===== src/rtl/or16_pkg.sv =====
// or16_pkg: shared width, constants and word type for the registered OR stage.
package or16_pkg;
  localparam int OR16_WIDTH = 16;
  typedef logic [OR16_WIDTH-1:0] or16_word_t;
  localparam or16_word_t OR16_ZERO = '0;
  localparam or16_word_t OR16_ONES = '1;
endpackage


===== src/rtl/or16_pipe_if.sv =====
// or16_pipe_if: operand/result handshake bundle for or16_pipe.
//   in_valid/in_ready/a/b  : operand side (producer -> unit)
//   out_valid/out_ready/out: result side (unit -> consumer)
//   out_zero/out_ones      : result flags, present only with OR16_FLAGS_EN
// master = bench/producer+consumer side, slave = the OR unit.
interface or16_pipe_if import or16_pkg::*; #(parameter int WIDTH = OR16_WIDTH);
  logic             in_valid;
  logic             in_ready;
  logic [WIDTH-1:0] a;
  logic [WIDTH-1:0] b;
  logic             out_valid;
  logic             out_ready;
  logic [WIDTH-1:0] out;
`ifdef OR16_FLAGS_EN
  logic             out_zero;
  logic             out_ones;
`endif

  modport master (
    output in_valid, a, b, out_ready,
    input  in_ready, out_valid, out
`ifdef OR16_FLAGS_EN
    , input out_zero, out_ones
`endif
  );

  modport slave (
    input  in_valid, a, b, out_ready,
    output in_ready, out_valid, out
`ifdef OR16_FLAGS_EN
    , output out_zero, out_ones
`endif
  );
endinterface


===== src/rtl/or_nand_slice.sv =====
// or_nand_slice: 1-bit OR built from NAND gates, y = NAND(NAND(a,a), NAND(b,b)).
//   a, b : operand bits
//   y    : a | b
module or_nand_slice (
  input  logic a,
  input  logic b,
  output logic y
);
  logic na, nb;

  assign na = ~(a & a);
  assign nb = ~(b & b);
  assign y  = ~(na & nb);
endmodule


===== src/rtl/or16_pipe.sv =====
// or16_pipe: registered WIDTH-bit bitwise OR with valid/ready on both sides.
//   clk : rising-edge clock
//   rst : synchronous active-high reset
//   bus : or16_pipe_if.slave (operands in, result out, optional flags)
// One-cycle latency, single-entry output register; drain and accept in the
// same cycle keep the register full for full throughput.
// Build option: define OR16_FLAGS_EN to add registered out_zero/out_ones.
module or16_pipe import or16_pkg::*; #(
  parameter int WIDTH = OR16_WIDTH
) (
  input  logic       clk,
  input  logic       rst,
  or16_pipe_if.slave bus
);
  logic [WIDTH-1:0] or_w;
  logic [WIDTH-1:0] res_q;
  logic             vld_q;
  logic             accept;

  // bitwise OR datapath, one NAND slice per bit
  for (genvar i = 0; i < WIDTH; i++) begin : g_slice
    or_nand_slice u_slice (.a(bus.a[i]), .b(bus.b[i]), .y(or_w[i]));
  end

  // ready only looks at the output register, never at in_valid
  assign bus.in_ready = !vld_q || bus.out_ready;
  assign accept       = bus.in_valid && bus.in_ready;

  always_ff @(posedge clk) begin
    if (rst) begin
      vld_q <= 1'b0;
      res_q <= '0;
    end else if (accept) begin
      vld_q <= 1'b1;
      res_q <= or_w;
    end else if (bus.out_ready) begin
      vld_q <= 1'b0;  // drain; result value is kept
    end
  end

  assign bus.out_valid = vld_q;
  assign bus.out       = res_q;

`ifdef OR16_FLAGS_EN
  logic zero_q, ones_q;

  always_ff @(posedge clk) begin
    if (rst) begin
      zero_q <= 1'b0;
      ones_q <= 1'b0;
    end else if (accept) begin
      zero_q <= ~|or_w;
      ones_q <= &or_w;
    end
  end

  assign bus.out_zero = zero_q;
  assign bus.out_ones = ones_q;
`endif
endmodule


===== src/flat_wrapper.sv =====
// flat-port wrapper written by rule: the top's interface ports become plain ports
module or16_pipe_flat import or16_pkg::*;
#(
  parameter int WIDTH = OR16_WIDTH
)
  (clk, rst, bus_in_valid, bus_a, bus_b, bus_out_ready, bus_in_ready, bus_out_valid, bus_out);
  or16_pipe_if #(.WIDTH(WIDTH)) bus_i ();
  input  logic clk;
  input  logic rst;
  input wire logic [$bits(bus_i.in_valid)-1:0] bus_in_valid;
  input wire logic [$bits(bus_i.a)-1:0] bus_a;
  input wire logic [$bits(bus_i.b)-1:0] bus_b;
  input wire logic [$bits(bus_i.out_ready)-1:0] bus_out_ready;
  output wire logic [$bits(bus_i.in_ready)-1:0] bus_in_ready;
  output wire logic [$bits(bus_i.out_valid)-1:0] bus_out_valid;
  output wire logic [$bits(bus_i.out)-1:0] bus_out;
  assign bus_i.in_valid = bus_in_valid;
  assign bus_i.a = bus_a;
  assign bus_i.b = bus_b;
  assign bus_i.out_ready = bus_out_ready;
  assign bus_in_ready = bus_i.in_ready;
  assign bus_out_valid = bus_i.out_valid;
  assign bus_out = bus_i.out;
  or16_pipe #(.WIDTH(WIDTH)) u_core (.clk(clk), .rst(rst), .bus(bus_i));
endmodule

===== config.mk =====
export PLATFORM = sky130hd
export DESIGN_NAME = or16_pipe_flat
export DESIGN_NICKNAME = d
export VERILOG_FILES = /design/src/rtl/or16_pkg.sv /design/src/rtl/or16_pipe_if.sv /design/src/rtl/or_nand_slice.sv /design/src/rtl/or16_pipe.sv /design/src/flat_wrapper.sv
export SDC_FILE = /design/constraint.sdc
export NUM_CORES = 1
export LEC_CHECK = 0
export CAP_MARGIN = 20
export CORE_MARGIN = 1
export CORE_UTILIZATION = 33
export CTS_CLUSTER_DIAMETER = 100
export CTS_CLUSTER_SIZE = 20
export DETAILED_ROUTE_END_ITERATION = 10
export GPL_ROUTABILITY_DRIVEN = 1
export HOLD_SLACK_MARGIN = 0.1
export PLACE_DENSITY_LB_ADDON = 0.05
export SYNTH_ARGS = -nofsm -noshare
export SYNTH_HDL_FRONTEND = slang
export SYNTH_SLANG_ARGS = --single-unit

===== constraint.sdc =====
create_clock -name clk -period 1.6 [get_ports clk]
set_input_delay 0.32 -clock clk [delete_from_list [all_inputs] [get_ports clk]]
set_output_delay 0.32 -clock clk [all_outputs]
set_load 0.05 [all_outputs]

==> reports/metrics.csv <==
metric;value;unit
Crit Path Class;input port to output pin;
total gr overflow;0;
ANT cells;0;
# Post-CTS Setup Buffers;0;
Post-synth EDFFs;0;
Initial Utilization;36.3;%
Largest stage delay, worst path;450;ps
vias per inst;4.79;
most instantiated cells after synthesis;a21oi_1 (17), dfxtp_1 (17), nor2_1 (16);
placed instance area;1260;um^2
Worst-Skew Late Latency;280;ps
Avg Inst Size Synth;9.64;um^2
Die X;49.4;um
syn_nets;113;
RSZ-0062 raised after global routing;no;
sequential share of power;44.2;%
core footprint;2040;um^2
WP data required;1280;ps
initial antenna violation count;0;
CP Launch Point;bus_out_ready;
Synth area leader;dfxtp_1;
Setup TNS;0;ps
drt drc;0;
Final Cell Area;1290;um^2
Fmax;0.704;GHz
hold crit path type;flop to flop;
period utilisation layout;88.8;%
Final Hold Fails;0;
P per Cell Area;841;nW/um^2
drt wl/cell;11.4;um
layout cells sized above 1;29.0;%
crit path DAT;1100;ps
Reg-to-Reg End;u_core.bus.out[2];
Pint;0.727;mW
Most used DFF post-synth;dfxtp_1;
max-slew violations;0;
CP Capture Type;output pin;
worst slew pin tran;237;ps
Reg clk slew, reported paths;90;ps
first-pass GRT wire length;2990;um
status;complete, no violations;
CP max FO;9;
Leak;0.521;nW
CTS root buf;clkbuf_4;
min-delay src;u_core.bus.out[2];
Cell Area, Synth;742;um^2
clk sink count;17;
Final GP Congestion;0.598;
post-route non-filler standard cell count;158;
post-route antenna net violation count;0;
DP Cell Count;154;
Ys Warns;0;
worst r2r src;u_core.bus.out_valid;
power share of the combinational group;35.4;%
Resized cells post-CTS;0;
final net count;168;
largest cells by area after synthesis;dfxtp_1 (46%), a211oi_2 (17%), a21oi_1 (11%), nor2_1 (8.1%), a211oi_1 (6.1%);
CP Launch Type;input port;
hold path depth;2;
CTS tree;yes;
R2R cell count;3;
total iterations of the first detailed-routing run;6;
Unique masters post-synth;12;
DRT Wirelength;1790;um
minimum clock period;1420;ps
post-synthesis sequential area ratio;45.9;%
Area Overhead vs Synth;73.9;%
worst vdd ir;0.436;mV
full die area;2440;um^2
Critical Path, Cell by Cell;clkdlybuf4s50_1, nand2b_4, buf_12;
hold path endpoint;u_core.bus.out[2];
Rel. slew slack;84.2;%
ys async rst share;0;%
I/O Pins;54;
Max Clock Skew;2.03;ps
number of placement rows;16;
cts hold-fix bufs;0;
max cap viols;0;
Final setup viols;0;
net switching power;0.357;mW
DRT iter0 DRCs;9;
Max Root-Sink Buffers;2;
DR vias;757;
Clock Power Share;20.4;%
Sw Ratio;32.9;%
top-area cell type share of the netlist area;45.9;%
Worst Hold Margin;525;ps
hpwl dp;1360;um
port bufs;53;
Crit-path slowest cell;clkdlybuf4s50_1;
Post-Synthesis Cells;77;
Die H;49.4;um
global-route usage over all layers;16.1;%
vias in the first global route;683;
post-synthesis register bit count;17;
worst reg2reg setup slack;500;ps
TritonCTS Buffers;3;
Filler cells;202;
largest net degree at the start of global routing;18;
H-tree levels;1;
==> metrics by stage <==
stage	setup slack (ps)	utilization [%]	power, mW
after floorplan	106	-	0.713
after global placement	92.9	61.9	0.871
after detailed placement	95.1	61.9	0.874
after CTS	177	63.2	1.10
after global routing	154	63.2	1.14
final	179	63.2	1.08
==> layout by cell type, fill, tap and decap left out <==
| master | count |
|---|---|
| a211oi_1 | 6 |
| a211oi_2 | 10 |
| a21oi_1 | 17 |
| and2_4 | 1 |
| buf_12 | 2 |
| buf_4 | 21 |
| clkbuf_1 | 1 |
| clkbuf_4 | 3 |
| clkdlybuf4s50_1 | 35 |
| dfxtp_1 | 17 |
| inv_1 | 1 |
| nand2b_4 | 1 |
| nor2_1 | 16 |
==> critical path: cells and delay by family <==
kind	cells	cell delay, ps
buffers and inverters	2	600
AND/OR/NAND/NOR	1	180
==> registers in the layout (all words and copies together), names as in the netlist <==
| signal | count |
|---|---|
| u_core.bus.out | 16 |
| u_core.bus.out_valid | 1 |
==> kinds of logic after synthesis <==
group           after synthesis  share of synthesized area (%)
compound gates               33                           34.4
flops                        17                           45.9
buf+inv                       9                           8.60
simple gates                 18                           11.1
==> per-layer routing <==
| layer | vias to the layer above | global-route usage (%) | share of wire (%) |
|---|---|---|---|
| li1 | 381 | - | - |
| met1 | 334 | 21.4 | 45 |
| met2 | 40 | 23.7 | 43 |
| met3 | 2 | 4.67 | 11 |
| met4 | 0 | 7.14 | 0.72 |
| met5 | - | 0 | 0 |
==> power by group through the flow <==
stage	Sequential, mW	Clock, mW	Combinational [mW]
floorplan	0.608	0	0.106
global placement	0.488	0	0.383
detailed placement	0.489	0	0.386
CTS	0.479	0.233	0.387
global route	0.483	0.251	0.408
finish	0.479	0.221	0.384
==> how the worst max path moves through the flow <==
stage	to	slack (ps)	cells past startpoint
after floorplan	u_core.bus.out[10]	110	6
after global placement	u_core.bus.out[14]	90	4
after detailed placement	u_core.bus.out[13]	100	4
after CTS	bus_in_ready	180	3
after global routing	bus_in_ready	150	3
final	bus_in_ready	180	3
==> cell type report <==
| type | instances | area (um^2) | share of cell area [%] |
|---|---|---|---|
| clock buffers | 4 | 26.3 | 2.04 |
| inverters | 1 | 3.75 | 0.291 |
| multi-input cells | 51 | 338 | 26.2 |
| flip-flops and latches | 17 | 340 | 26.4 |
| well taps | 27 | 33.8 | 2.62 |
| repair buffers | 58 | 548 | 42.5 |
No activity file was read; power rests on OpenSTA's default activity.
